## src/rtl/misc_pipe_q_if.sv

```systemverilog
// misc_pipe_q_if: bus bundle for the misc execution pipe.
//   exe_*      issue handshake and operands (issue -> pipe)
//   csr_*      CSR read port (pipe drives address, CSR file returns data)
//   cmt_*      commit handshake and payload (pipe -> ROB)
//   redirect_* early front-end redirect pulse
// Modports: slave = the pipe, master = whoever drives issue and consumes commit.
interface misc_pipe_q_if #(
   parameter int DATA_W  = 32,
   parameter int VA_W    = 32,
   parameter int ROB_W   = 6,
   parameter int PDEST_W = 6
);
   logic               exe_valid_i;
   logic               exe_ready_o;
   logic [3:0]         exe_op_i;
   logic [VA_W-1:0]    exe_pc_i;
   logic [VA_W-1:0]    exe_npc_i;
   logic [DATA_W-1:0]  exe_src0_i;
   logic [DATA_W-1:0]  exe_src1_i;
   logic [DATA_W-1:0]  exe_imm_i;
   logic [PDEST_W-1:0] exe_pdest_i;
   logic [ROB_W-1:0]   exe_rob_idx_i;

   logic [13:0]        csr_raddr_o;
   logic [DATA_W-1:0]  csr_rdata_i;

   logic               cmt_valid_o;
   logic               cmt_ready_i;
   logic [ROB_W-1:0]   cmt_rob_idx_o;
   logic [PDEST_W-1:0] cmt_pdest_o;
   logic               cmt_we_o;
   logic [DATA_W-1:0]  cmt_wdata_o;
   logic               cmt_csr_we_o;
   logic [13:0]        cmt_csr_waddr_o;
   logic [DATA_W-1:0]  cmt_csr_wdata_o;
   logic               cmt_br_taken_o;
   logic               cmt_br_redirect_o;
   logic [VA_W-1:0]    cmt_br_target_o;

   logic               redirect_valid_o;
   logic [VA_W-1:0]    redirect_target_o;
   logic [ROB_W-1:0]   redirect_rob_idx_o;

   modport slave (
      input  exe_valid_i, exe_op_i, exe_pc_i, exe_npc_i, exe_src0_i, exe_src1_i,
             exe_imm_i, exe_pdest_i, exe_rob_idx_i, csr_rdata_i, cmt_ready_i,
      output exe_ready_o, csr_raddr_o, cmt_valid_o, cmt_rob_idx_o, cmt_pdest_o,
             cmt_we_o, cmt_wdata_o, cmt_csr_we_o, cmt_csr_waddr_o, cmt_csr_wdata_o,
             cmt_br_taken_o, cmt_br_redirect_o, cmt_br_target_o,
             redirect_valid_o, redirect_target_o, redirect_rob_idx_o
   );

   modport master (
      output exe_valid_i, exe_op_i, exe_pc_i, exe_npc_i, exe_src0_i, exe_src1_i,
             exe_imm_i, exe_pdest_i, exe_rob_idx_i, csr_rdata_i, cmt_ready_i,
      input  exe_ready_o, csr_raddr_o, cmt_valid_o, cmt_rob_idx_o, cmt_pdest_o,
             cmt_we_o, cmt_wdata_o, cmt_csr_we_o, cmt_csr_waddr_o, cmt_csr_wdata_o,
             cmt_br_taken_o, cmt_br_redirect_o, cmt_br_target_o,
             redirect_valid_o, redirect_target_o, redirect_rob_idx_o
   );
endinterface

```

## src/rtl/misc_pipe_q.sv

```systemverilog
// misc_pipe_q: branch/CSR execution pipe for the misc issue port.
// One operand-capture stage (S1) resolves branches and CSR read-modify-write,
// then pushes a result record into a DEPTH-entry circular commit queue whose
// head drives the cmt_* outputs. Mispredicted branches raise a registered
// one-cycle redirect pulse as they leave S1, ahead of commit.
// Ports: clk, rst (sync, active high), flush_i (kill all in-flight work),
//        bus (misc_pipe_q_if.slave: issue, CSR read, commit, redirect).
module misc_pipe_q #(
   parameter int DATA_W  = 32,
   parameter int VA_W    = 32,
   parameter int ROB_W   = 6,
   parameter int PDEST_W = 6,
   parameter int DEPTH   = 4
) (
   input logic            clk,
   input logic            rst,
   input logic            flush_i,
   misc_pipe_q_if.slave   bus
);
   localparam int PTR_W = (DEPTH > 1) ? $clog2(DEPTH) : 1;
   localparam int CNT_W = $clog2(DEPTH + 1);

   typedef struct packed {
      logic [ROB_W-1:0]   rob_idx;
      logic [PDEST_W-1:0] pdest;
      logic               we;
      logic [DATA_W-1:0]  wdata;
      logic               csr_we;
      logic [13:0]        csr_waddr;
      logic [DATA_W-1:0]  csr_wdata;
      logic               br_taken;
      logic               br_redirect;
      logic [VA_W-1:0]    br_target;
   } ent_t;

   // S1 operand capture
   logic               s1_valid;
   logic [3:0]         s1_op;
   logic [VA_W-1:0]    s1_pc, s1_npc;
   logic [DATA_W-1:0]  s1_src0, s1_src1, s1_imm;
   logic [PDEST_W-1:0] s1_pdest;
   logic [ROB_W-1:0]   s1_rob_idx;

   // commit queue
   ent_t               q [DEPTH];
   logic [PTR_W-1:0]   head, tail;
   logic [CNT_W-1:0]   count;

   logic pop_raw, s1_fire, push, pop, accept;
   ent_t ent, head_ent;

   assign pop_raw = bus.cmt_valid_o & bus.cmt_ready_i;
   assign s1_fire = s1_valid & ((count < CNT_W'(DEPTH)) | pop_raw);
   assign bus.exe_ready_o = ~s1_valid | s1_fire;
   // Flush suppresses every state change except clearing.
   assign push   = s1_fire & ~flush_i;
   assign pop    = pop_raw & ~flush_i;
   assign accept = bus.exe_valid_i & bus.exe_ready_o & ~flush_i;

   assign bus.csr_raddr_o = s1_imm[13:0];

   // Branch resolution and writeback formation
   logic            eq, lt_s, lt_u, is_br, taken;
   logic [VA_W-1:0] base, target, pc4, next_pc;

   always_comb begin
      eq      = (s1_src0 == s1_src1);
      lt_s    = ($signed(s1_src0) < $signed(s1_src1));
      lt_u    = (s1_src0 < s1_src1);
      is_br   = (s1_op <= 4'd8);
      taken   = 1'b0;
      case (s1_op)
         4'd0: taken = eq;
         4'd1: taken = ~eq;
         4'd2: taken = lt_s;
         4'd3: taken = ~lt_s;
         4'd4: taken = lt_u;
         4'd5: taken = ~lt_u;
         4'd6, 4'd7, 4'd8: taken = 1'b1;
         default: taken = 1'b0;
      endcase
      base    = (s1_op == 4'd8) ? VA_W'(s1_src0) : s1_pc;
      target  = base + VA_W'(s1_imm);
      pc4     = s1_pc + VA_W'(4);
      next_pc = taken ? target : pc4;

      ent             = '0;
      ent.rob_idx     = s1_rob_idx;
      ent.pdest       = s1_pdest;
      ent.br_taken    = taken;
      ent.br_redirect = is_br & (next_pc != s1_npc);
      ent.br_target   = is_br ? next_pc : '0;
      case (s1_op)
         4'd7, 4'd8: begin
            ent.we    = 1'b1;
            ent.wdata = DATA_W'(pc4);
         end
         4'd9: begin
            ent.we    = 1'b1;
            ent.wdata = bus.csr_rdata_i;
         end
         4'd10: begin
            ent.we        = 1'b1;
            ent.wdata     = bus.csr_rdata_i;
            ent.csr_we    = 1'b1;
            ent.csr_waddr = s1_imm[13:0];
            ent.csr_wdata = s1_src0;
         end
         4'd11: begin
            // src1 is the bit mask: masked bits from src0, the rest keep old value
            ent.we        = 1'b1;
            ent.wdata     = bus.csr_rdata_i;
            ent.csr_we    = 1'b1;
            ent.csr_waddr = s1_imm[13:0];
            ent.csr_wdata = (s1_src0 & s1_src1) | (bus.csr_rdata_i & ~s1_src1);
         end
         default: ;
      endcase
   end

   always_ff @(posedge clk) begin
      if (rst) begin
         s1_valid   <= 1'b0;
         s1_op      <= '0;
         s1_pc      <= '0;
         s1_npc     <= '0;
         s1_src0    <= '0;
         s1_src1    <= '0;
         s1_imm     <= '0;
         s1_pdest   <= '0;
         s1_rob_idx <= '0;
      end else if (flush_i) begin
         s1_valid <= 1'b0;
      end else if (bus.exe_ready_o) begin
         s1_valid <= bus.exe_valid_i;
         if (accept) begin
            s1_op      <= bus.exe_op_i;
            s1_pc      <= bus.exe_pc_i;
            s1_npc     <= bus.exe_npc_i;
            s1_src0    <= bus.exe_src0_i;
            s1_src1    <= bus.exe_src1_i;
            s1_imm     <= bus.exe_imm_i;
            s1_pdest   <= bus.exe_pdest_i;
            s1_rob_idx <= bus.exe_rob_idx_i;
         end
      end
   end

   // Queue storage needs no reset: the head is masked while the queue is empty.
   always_ff @(posedge clk) begin
      if (push) q[tail] <= ent;
   end

   always_ff @(posedge clk) begin
      if (rst || flush_i) begin
         head  <= '0;
         tail  <= '0;
         count <= '0;
      end else begin
         if (push) tail <= (tail == PTR_W'(DEPTH - 1)) ? '0 : tail + 1'b1;
         if (pop)  head <= (head == PTR_W'(DEPTH - 1)) ? '0 : head + 1'b1;
         case ({push, pop})
            2'b10:   count <= count + 1'b1;
            2'b01:   count <= count - 1'b1;
            default: count <= count;
         endcase
      end
   end

   assign bus.cmt_valid_o       = (count != '0);
   assign head_ent              = bus.cmt_valid_o ? q[head] : '0;
   assign bus.cmt_rob_idx_o     = head_ent.rob_idx;
   assign bus.cmt_pdest_o       = head_ent.pdest;
   assign bus.cmt_we_o          = head_ent.we;
   assign bus.cmt_wdata_o       = head_ent.wdata;
   assign bus.cmt_csr_we_o      = head_ent.csr_we;
   assign bus.cmt_csr_waddr_o   = head_ent.csr_waddr;
   assign bus.cmt_csr_wdata_o   = head_ent.csr_wdata;
   assign bus.cmt_br_taken_o    = head_ent.br_taken;
   assign bus.cmt_br_redirect_o = head_ent.br_redirect;
   assign bus.cmt_br_target_o   = head_ent.br_target;

   // Early redirect: one pulse per redirecting branch leaving S1.
   always_ff @(posedge clk) begin
      if (rst) begin
         bus.redirect_valid_o   <= 1'b0;
         bus.redirect_target_o  <= '0;
         bus.redirect_rob_idx_o <= '0;
      end else begin
         bus.redirect_valid_o <= push & ent.br_redirect;
         if (push & ent.br_redirect) begin
            bus.redirect_target_o  <= ent.br_target;
            bus.redirect_rob_idx_o <= ent.rob_idx;
         end
      end
   end
endmodule

```

## src/flat_wrapper.sv

```systemverilog
// flat-port wrapper written by rule: the top's interface ports become plain ports
module misc_pipe_q_flat 
#(
   parameter int DATA_W  = 32,
   parameter int VA_W    = 32,
   parameter int ROB_W   = 6,
   parameter int PDEST_W = 6,
   parameter int DEPTH   = 4
)
  (clk, rst, flush_i, bus_exe_valid_i, bus_exe_op_i, bus_exe_pc_i, bus_exe_npc_i, bus_exe_src0_i, bus_exe_src1_i, bus_exe_imm_i, bus_exe_pdest_i, bus_exe_rob_idx_i, bus_csr_rdata_i, bus_cmt_ready_i, bus_exe_ready_o, bus_csr_raddr_o, bus_cmt_valid_o, bus_cmt_rob_idx_o, bus_cmt_pdest_o, bus_cmt_we_o, bus_cmt_wdata_o, bus_cmt_csr_we_o, bus_cmt_csr_waddr_o, bus_cmt_csr_wdata_o, bus_cmt_br_taken_o, bus_cmt_br_redirect_o, bus_cmt_br_target_o, bus_redirect_valid_o, bus_redirect_target_o, bus_redirect_rob_idx_o);
  misc_pipe_q_if #(.DATA_W(DATA_W), .VA_W(VA_W), .ROB_W(ROB_W), .PDEST_W(PDEST_W)) bus_i ();
  input logic clk;
  input logic rst;
  input logic flush_i;
  input wire logic [$bits(bus_i.exe_valid_i)-1:0] bus_exe_valid_i;
  input wire logic [$bits(bus_i.exe_op_i)-1:0] bus_exe_op_i;
  input wire logic [$bits(bus_i.exe_pc_i)-1:0] bus_exe_pc_i;
  input wire logic [$bits(bus_i.exe_npc_i)-1:0] bus_exe_npc_i;
  input wire logic [$bits(bus_i.exe_src0_i)-1:0] bus_exe_src0_i;
  input wire logic [$bits(bus_i.exe_src1_i)-1:0] bus_exe_src1_i;
  input wire logic [$bits(bus_i.exe_imm_i)-1:0] bus_exe_imm_i;
  input wire logic [$bits(bus_i.exe_pdest_i)-1:0] bus_exe_pdest_i;
  input wire logic [$bits(bus_i.exe_rob_idx_i)-1:0] bus_exe_rob_idx_i;
  input wire logic [$bits(bus_i.csr_rdata_i)-1:0] bus_csr_rdata_i;
  input wire logic [$bits(bus_i.cmt_ready_i)-1:0] bus_cmt_ready_i;
  output wire logic [$bits(bus_i.exe_ready_o)-1:0] bus_exe_ready_o;
  output wire logic [$bits(bus_i.csr_raddr_o)-1:0] bus_csr_raddr_o;
  output wire logic [$bits(bus_i.cmt_valid_o)-1:0] bus_cmt_valid_o;
  output wire logic [$bits(bus_i.cmt_rob_idx_o)-1:0] bus_cmt_rob_idx_o;
  output wire logic [$bits(bus_i.cmt_pdest_o)-1:0] bus_cmt_pdest_o;
  output wire logic [$bits(bus_i.cmt_we_o)-1:0] bus_cmt_we_o;
  output wire logic [$bits(bus_i.cmt_wdata_o)-1:0] bus_cmt_wdata_o;
  output wire logic [$bits(bus_i.cmt_csr_we_o)-1:0] bus_cmt_csr_we_o;
  output wire logic [$bits(bus_i.cmt_csr_waddr_o)-1:0] bus_cmt_csr_waddr_o;
  output wire logic [$bits(bus_i.cmt_csr_wdata_o)-1:0] bus_cmt_csr_wdata_o;
  output wire logic [$bits(bus_i.cmt_br_taken_o)-1:0] bus_cmt_br_taken_o;
  output wire logic [$bits(bus_i.cmt_br_redirect_o)-1:0] bus_cmt_br_redirect_o;
  output wire logic [$bits(bus_i.cmt_br_target_o)-1:0] bus_cmt_br_target_o;
  output wire logic [$bits(bus_i.redirect_valid_o)-1:0] bus_redirect_valid_o;
  output wire logic [$bits(bus_i.redirect_target_o)-1:0] bus_redirect_target_o;
  output wire logic [$bits(bus_i.redirect_rob_idx_o)-1:0] bus_redirect_rob_idx_o;
  assign bus_i.exe_valid_i = bus_exe_valid_i;
  assign bus_i.exe_op_i = bus_exe_op_i;
  assign bus_i.exe_pc_i = bus_exe_pc_i;
  assign bus_i.exe_npc_i = bus_exe_npc_i;
  assign bus_i.exe_src0_i = bus_exe_src0_i;
  assign bus_i.exe_src1_i = bus_exe_src1_i;
  assign bus_i.exe_imm_i = bus_exe_imm_i;
  assign bus_i.exe_pdest_i = bus_exe_pdest_i;
  assign bus_i.exe_rob_idx_i = bus_exe_rob_idx_i;
  assign bus_i.csr_rdata_i = bus_csr_rdata_i;
  assign bus_i.cmt_ready_i = bus_cmt_ready_i;
  assign bus_exe_ready_o = bus_i.exe_ready_o;
  assign bus_csr_raddr_o = bus_i.csr_raddr_o;
  assign bus_cmt_valid_o = bus_i.cmt_valid_o;
  assign bus_cmt_rob_idx_o = bus_i.cmt_rob_idx_o;
  assign bus_cmt_pdest_o = bus_i.cmt_pdest_o;
  assign bus_cmt_we_o = bus_i.cmt_we_o;
  assign bus_cmt_wdata_o = bus_i.cmt_wdata_o;
  assign bus_cmt_csr_we_o = bus_i.cmt_csr_we_o;
  assign bus_cmt_csr_waddr_o = bus_i.cmt_csr_waddr_o;
  assign bus_cmt_csr_wdata_o = bus_i.cmt_csr_wdata_o;
  assign bus_cmt_br_taken_o = bus_i.cmt_br_taken_o;
  assign bus_cmt_br_redirect_o = bus_i.cmt_br_redirect_o;
  assign bus_cmt_br_target_o = bus_i.cmt_br_target_o;
  assign bus_redirect_valid_o = bus_i.redirect_valid_o;
  assign bus_redirect_target_o = bus_i.redirect_target_o;
  assign bus_redirect_rob_idx_o = bus_i.redirect_rob_idx_o;
  misc_pipe_q #(.DATA_W(DATA_W), .VA_W(VA_W), .ROB_W(ROB_W), .PDEST_W(PDEST_W), .DEPTH(DEPTH)) u_core (.clk(clk), .rst(rst), .flush_i(flush_i), .bus(bus_i));
endmodule
```

## config.mk

```make
export PLATFORM = sky130hd
export DESIGN_NAME = misc_pipe_q_flat
export DESIGN_NICKNAME = d
export VERILOG_FILES = /design/src/rtl/misc_pipe_q_if.sv /design/src/rtl/misc_pipe_q.sv /design/src/flat_wrapper.sv
export SDC_FILE = /design/constraint.sdc
export NUM_CORES = 1
export LEC_CHECK = 0
export CORE_ASPECT_RATIO = 0.75
export CORE_MARGIN = 4
export CORE_UTILIZATION = 58
export CTS_BUF_LIST = sky130_fd_sc_hd__clkbuf_8
export CTS_CLUSTER_DIAMETER = 30
export CTS_CLUSTER_SIZE = 25
export DETAILED_ROUTE_END_ITERATION = 10
export MAX_ROUTING_LAYER = met4
export PLACE_DENSITY = 0.85
export SYNTH_ARGS = -nofsm -noshare
export SYNTH_HDL_FRONTEND = slang
export SYNTH_SLANG_ARGS = --single-unit
```

## constraint.sdc

```tcl
create_clock -name clk -period 7.08 [get_ports clk]
set_clock_uncertainty 0.15 [all_clocks]
set_input_delay 0.708 -clock clk [delete_from_list [all_inputs] [get_ports clk]]
set_output_delay 0.708 -clock clk [all_outputs]
set_load 0.005 [all_outputs]
```

==> run_results.csv, run 1 <==
group,metric,value,unit
run_status,status,"finished clean",
synthesis,synth_nets,3092,
timing,clock.fmax,149,MHz
drt,drt-met1-wl,44.3,mm
floorplan,die_x,285,um
clock_network,cts.clk_slew.worst_paths,0.08,ns
cells_and_area,drive_gt1_frac,0.130,
timing,tightest_slew,1.29,ns
floorplan,num_rows,75,
synthesis,ys.flop_type,"edfxtp_1",
synthesis,synth_warnings,0,
timing,hold_viol_final,0,
worst_setup_path,path_class,"reg -> reg",
flow_run,maxCapViolCount,0,
placed_design,gp_congestion,1.03,
worst_setup_path,startpoint_type,"flip-flop",
timing,finalMaxSlewViolations,0,
clock_network,cts_max_level,3,
power_and_ir_drop,p_leak,13.9,nW
cells_and_area,multi_input_area,12800,sq um
grt,grt_overflow,0,
cells_and_area,nets,3442,
drt,antenna_left,0,
floorplan,die-area,61500,sq um
worst_setup_path,cp.arrival,7.15,ns
drt,post_drt_wl_per_cell,28.1,um
grt,grt.total_usage,0.371,
synthesis,ys_types,84,
worst_setup_path,critPathSlowestCell,"a2111oi_0",
clock_network,cts_resized,0,
floorplan,die_height,216,um
clock_network,cts_buffers,108,
synthesis,syn_inst,2807,
worst_setup_path,cp_data_required_time,7.51,ns
drt,dr_wl_met2,51.9,mm
timing,period_share,0.949,
cells_and_area,regArea,19600,sq um
worst_hold_path,hold_path_class,"reg -> reg",
drt,drc_errors,0,
clock_network,ctsHoldBuffers,0,
synthesis,synth-edff-count,504,
placed_design,dpl.cell_count,3817,
clock_network,cts.path.max_buffers,3,
power_and_ir_drop,ir_drop,0.217,mV
drt,drt_iter0_markers,3820,
synthesis,yosysSeqAreaShare,0.588,
drt,vias,25600,
placed_design,dp_hpwl,80.8,mm
synthesis,synthesis.area_per_instance,11.9,sq um
timing,tns,0,ns
timing,layout_min_cycle_time,6.72,ns
clock_network,numClockSinks,729,
drt,vias_per_cell,6.34,
clock_network,clkLatencyLatePin,0.76,ns
clock_network,cts_tree,"done",
cells_and_area,final_cells,4029,
power_and_ir_drop,power.density,240,nW/um^2
placed_design,numPortBuffers,393,
grt,grt_max_degree,177,
worst_setup_path,cp_max_fo,28,
worst_setup_path,cp-end-kind,"flip-flop",
cells_and_area,syn2layout_area_growth,21.4,%
grt,grt_pass1_vias,24800,
drt,dr.pass1.iters,6,
floorplan,io_pins,394,
clock_network,cts_setup_buffers,0,
drt,wl,113,mm
drt,wl_met3,13.3,mm
synthesis,netlist_area,33400,sq um
cells_and_area,nFillCells,3744,
timing,setup_viol,0,
grt,grt_pass1_wl,164,mm
timing,max_slew_margin,0.136,
worst_setup_path,cp_cell_sequence,"nor3_1 > and2_1 > mux2_2 > ha_1 > inv_1 > fa_1 > nor2b_1 > o2111ai_1 > a2111oi_0 > nor3_1 > xor2_1 > nor2_1 > a2111oi_0 > a41oi_1 > nor4_1 > a21o_4 > inv_2 > a21oi_1 > a211oi_2",
grt,antenna_found_initial,9,
synthesis,ys_ff_latch,729,
worst_setup_path,cpPeakStageDelay,0.69,ns
floorplan,start_util,0.591,
clock_network,cts-root-buf,"clkbuf_8",
drt,routed.top_layer,"met4",
synthesis,async_flop_share,0,
floorplan,core-area,56500,sq um
timing,rsz0062_at_grt,"false",
==> area by class of cell <==
| cell class | count | area share |
|---|---|---|
| Sequential cell | 729 | 0.485 |
| Multi-Input combinational cell | 1819 | 0.315 |
| Inverter | 68 | 0.00630 |
| Antenna cell | 6 | 0.000370 |
| Tap cell | 770 | 0.0238 |
| Timing Repair Buffer | 431 | 0.105 |
| Clock inverter | 94 | 0.0273 |
| Clock buffer | 112 | 0.0380 |
==> where the power goes <==
group,internal [W],switching (W)
clock network,0.00218,0.00190
logic,0.000352,0.000571
registers,0.00462,0.0000983
==> Yosys cell counts, types with 4 or more instances <==
master / instances / area [sq um]
mux4_2: 126 / 2840
nand2_1: 460 / 1730
o21ai_0: 98 / 490
mux2_2: 28 / 315
edfxtp_1: 504 / 15100
nand2b_1: 31 / 194
nor2b_1: 11 / 68.8
xor2_1: 31 / 272
or2_2: 5 / 31.3
buf_1: 20 / 75.1
o211ai_1: 9 / 67.6
dfxtp_1: 225 / 4500
and4_1: 6 / 52.6
a211oi_1: 17 / 128
clkbuf_1: 145 / 544
nand3_1: 27 / 135
nor4_1: 10 / 62.6
nor2_1: 140 / 526
ha_1: 70 / 876
a41oi_1: 4 / 35.0
xnor2_1: 54 / 473
buf_4: 14 / 105
a21o_1: 16 / 120
or3_1: 8 / 50.1
nand4_1: 19 / 119
o2111ai_1: 5 / 43.8
a31oi_1: 36 / 225
and2_1: 138 / 863
a221oi_1: 5 / 43.8
o21a_1: 8 / 60.1
buf_2: 8 / 40.0
mux2i_1: 10 / 100
inv_1: 66 / 248
a21boi_0: 33 / 248
or4_1: 20 / 150
a21oi_1: 270 / 1350
o31ai_1: 4 / 30.0
o21ai_1: 4 / 20.0
nor3_1: 25 / 125
a22o_1: 9 / 78.8
and3_1: 20 / 125
==> routing by layer <==
layer	up-vias	global-route usage
met3	212	0.0862
met2	1682	0.561
li1	11000	-
met5	-	-
met4	0	0.110
met1	12700	0.509
==> critical path, delay by kind of cell (launching register included) <==
family                     cells  cell delay (ns)
xor gates and xnor gates       1             0.34
DFF                            1             0.37
buffers and inverters          2             0.37
and+or+nand+nor                6             1.86
adders and majority gates      2             0.59
AOI/OAI and AO/OA              7             2.60
muxes                          1             0.28
==> cells by family (layout without fill, tap and decap cells) <==
group           Yosys count  count (layout)  share of synthesized area
simple gates            929             929                      0.129
flops                   729             729                      0.588
compound gates          564             564                      0.102
buf+inv                 259             705                     0.0315
mux                     165             165                     0.0977
xor+xnor                 89              89                     0.0250
fa+ha+maj                72              72                     0.0274
other cells               0               6                          0
==> metrics by stage <==
stage	cell area (sq um)	utilization	setup WS [ns]	total power, W	hold slack, ns
2_1_floorplan	33400	-	1.69	0.00525	0.286
3_3_place_gp	37900	0.671	0.826	0.00568	0.293
3_5_place_dp	37900	0.671	0.675	0.00570	0.298
4_1_cts	40500	0.717	0.603	0.00971	0.289
5_1_grt	40500	0.718	0.0790	0.0100	0.329
6_report	40500	0.718	0.360	0.00973	0.312
==> sequential cells by signal, indices dropped and copies added (netlist names), named ones only <==
signal and flops:
u_core.head 2, u_core.s1_imm 32, u_core.bus.redirect_rob_idx_o 6, u_core.s1_rob_idx 6, u_core.s1_valid 1, u_core.s1_npc 32
u_core.s1_pdest 6, u_core.bus.redirect_target_o 32, u_core.s1_src1 32, u_core.q 504, u_core.bus.redirect_valid_o 1, u_core.s1_pc 32
u_core.s1_op 4, u_core.tail 2, u_core.s1_src0 32, u_core.count 3
==> worst paths after layout <==
path,from,end,slack [ns],depth (start not counted)
worst min register to register,u_core.s1_src1[30],u_core.s1_src1[30],0.31,2
worst max-delay path,u_core.s1_op[1],u_core.bus.redirect_target_o[24],0.36,19
worst max register to register,u_core.s1_op[1],u_core.bus.redirect_target_o[24],0.36,19
worst min-delay path,u_core.s1_src1[30],u_core.s1_src1[30],0.31,2
==> cell usage in the layout, fill, tap and decap left out, types with 35 or more instances in the layout <==
| master | netlist | final |
|---|---|---|
| o21ai_0 | 98 | 98 |
| a31oi_1 | 36 | 36 |
| and2_1 | 138 | 134 |
| edfxtp_1 | 504 | 504 |
| xnor2_1 | 54 | 54 |
| a21oi_1 | 270 | 270 |
| ha_1 | 70 | 70 |
| nor2_1 | 140 | 137 |
| clkdlybuf4s50_1 | 0 | 392 |
| dfxtp_1 | 225 | 222 |
| clkbuf_8 | 0 | 112 |
| buf_4 | 14 | 35 |
| inv_1 | 66 | 76 |
| mux4_2 | 126 | 126 |
| nand2_1 | 460 | 460 |
(Power assumes the default switching activity.)
==> run 2, diff against run 1 <==
Settings changed: SETUP_SLACK_MARGIN from default to 0.4.
==> run_results.csv, run 2 (synthesis gave the netlist of run 1 again) <==
group,metric,value,unit
run_status,status,"finished clean",
grt,grt_overflow,0,
grt,grt_max_degree,177,
timing,max_slew_margin,0.174,
worst_setup_path,startpoint_type,"flip-flop",
clock_network,cts-root-buf,"clkbuf_8",
clock_network,numClockSinks,729,
clock_network,ctsHoldBuffers,0,
drt,vias_per_cell,6.34,
placed_design,dp_hpwl,80.8,mm
power_and_ir_drop,ir_drop,0.219,mV
worst_hold_path,hold_start,"u_core.s1_src1[24]",
timing,hold_viol_final,0,
placed_design,dpl_cell_area,37900,sq um
drt,antenna_left,0,
clock_network,cts_tree,"done",
cells_and_area,nets,3442,
timing,rsz0062_at_grt,"false",
cells_and_area,regArea,19600,sq um
flow_run,maxCapViolCount,0,
cells_and_area,final_common_cell,"edfxtp_1",
worst_setup_path,reg2reg_from,"u_core.s1_op[1]",
power_and_ir_drop,comb_power_share,0.095,
cells_and_area,syn2layout_area_growth,21.4,%
floorplan,die_height,216,um
placed_design,numPortBuffers,393,
timing,clock.fmax,158,MHz
cells_and_area,layout_common_cells,"edfxtp_1 (504), nand2_1 (460), clkdlybuf4s50_1 (392), a21oi_1 (270), dfxtp_1 (222)",
grt,grt_pass1_vias,24800,
cells_and_area,top_register,"u_core.q",
timing,tightest_slew,1.24,ns
clock_network,cts.path.max_buffers,3,
drt,dr.pass1.iters,6,
timing,tns,0,ns
power_and_ir_drop,p_int,0.00716,W
cells_and_area,drive_gt1_frac,0.130,
grt,grt_pass1_wl,164,mm
drt,vias,25500,
power_and_ir_drop,power.density,240,nW/um^2
grt,use_met3,0.0862,
cells_and_area,stdcell_area,40500,sq um
clock_network,cts_max_level,3,
clock_network,clkLatencyLatePin,0.76,ns
worst_setup_path,cp_max_fo,28,
floorplan,num_rows,75,
grt,grt.met2_usage,0.561,
grt,grt.met1_usage,0.509,
worst_setup_path,reg2reg_slack,0.74,ns
grt,antenna_found_initial,9,
timing,finalMaxSlewViolations,0,
timing,setup_viol,0,
worst_setup_path,cp.arrival,6.76,ns
grt,grt.busiest_layer,"met2",
timing,period_share,0.895,
clock_network,cts_setup_buffers,0,
grt,grt.total_usage,0.371,
worst_setup_path,path_class,"reg -> reg",
drt,wl,113,mm
cells_and_area,largest_register_ffs,504,
floorplan,die-area,61500,sq um
clock_network,cts_resized,0,
floorplan,die_x,285,um
clock_network,cts_buffers,108,
cells_and_area,multi_input_area,12800,sq um
worst_setup_path,startpoint,"u_core.s1_op[1]",
worst_hold_path,hold_path_class,"reg -> reg",
drt,drt_iter0_markers,3959,
timing,layout_min_cycle_time,6.34,ns
power_and_ir_drop,sequentialPowerShare,0.486,
floorplan,io_pins,394,
placed_design,gp_congestion,1.03,
floorplan,core-area,56500,sq um
power_and_ir_drop,p_sw_frac,0.264,
worst_setup_path,cp-end-kind,"flip-flop",
cells_and_area,nFillCells,3745,
power_and_ir_drop,p_leak,13.9,nW
drt,drc_errors,0,
clock_network,cts.clk_slew.worst_paths,0.07,ns
worst_setup_path,cp_data_required_time,7.51,ns
drt,post_drt_wl_per_cell,28.1,um
power_and_ir_drop,clock_power_share,0.420,
floorplan,start_util,0.591,
power_and_ir_drop,p_switching,0.00257,W
## run 2: through the flow
step	hold slack [ns]	util	setup WS, ns	cells	total power (W)
2_1_floorplan	0.286	-	1.69	2807	0.00525
3_3_place_gp	0.293	0.671	0.826	3817	0.00568
3_5_place_dp	0.298	0.671	0.675	3817	0.00570
4_1_cts	0.289	0.717	0.603	4023	0.00971
5_1_grt	0.329	0.718	0.406	4027	0.0100
6_report	0.308	0.718	0.744	4027	0.00973
## run 2: path summary, 6_finish.rpt
check / endpoint / cells after the start
worst max register to register: u_core.bus.redirect_target_o[24] / 19
worst max-delay path: u_core.bus.redirect_target_o[24] / 19
worst min-delay path: u_core.s1_src1[24] / 2
worst min register to register: u_core.s1_src1[24] / 2
## run 2: per-layer routing
metal  wire (um)  share of wire  vias up
li1            -              -    11000
met1       43900           0.39    12600
met2       51700           0.46     1742
met3       13800           0.12      240
met4        3680          0.033        0
met5           0              0        -
## run 2: final cells by class
class                           count  share of cell area
Sequential cell                   729               0.485
Multi-Input combinational cell   1819               0.315
Timing Repair Buffer              431               0.105
Clock buffer                      112              0.0380
Clock inverter                     94              0.0273
Tap cell                          770              0.0238
Inverter                           68             0.00630
Antenna cell                        4            0.000247
## run 2: worst max-delay path: stages, from the launching register on
cell and delay [ns]:
dfxtp_1 0.37, nor3_1 0.46, and2_2 0.46, mux2_2 0.22, ha_1 0.19, inv_1 0.07, fa_1 0.40, nor2b_1 0.18
o2111ai_1 0.26, a2111oi_1 0.58, nor3_1 0.11, xor2_1 0.32, nor2_1 0.06, a2111oi_0 0.66, a41oi_1 0.22, nor4_1 0.40
a21o_4 0.40, inv_2 0.30, a21oi_1 0.28, a211oi_2 0.07
## run 2: power by group through the flow
stage | clock (W) | sequential [W] | combinational [W]
after global placement | 0 | 0.00481 | 0.000873
after CTS | 0.00410 | 0.00472 | 0.000897
final | 0.00408 | 0.00472 | 0.000924
after detailed placement | 0 | 0.00481 | 0.000889
after floorplan | 0 | 0.00476 | 0.000496
after global routing | 0.00431 | 0.00472 | 0.000974
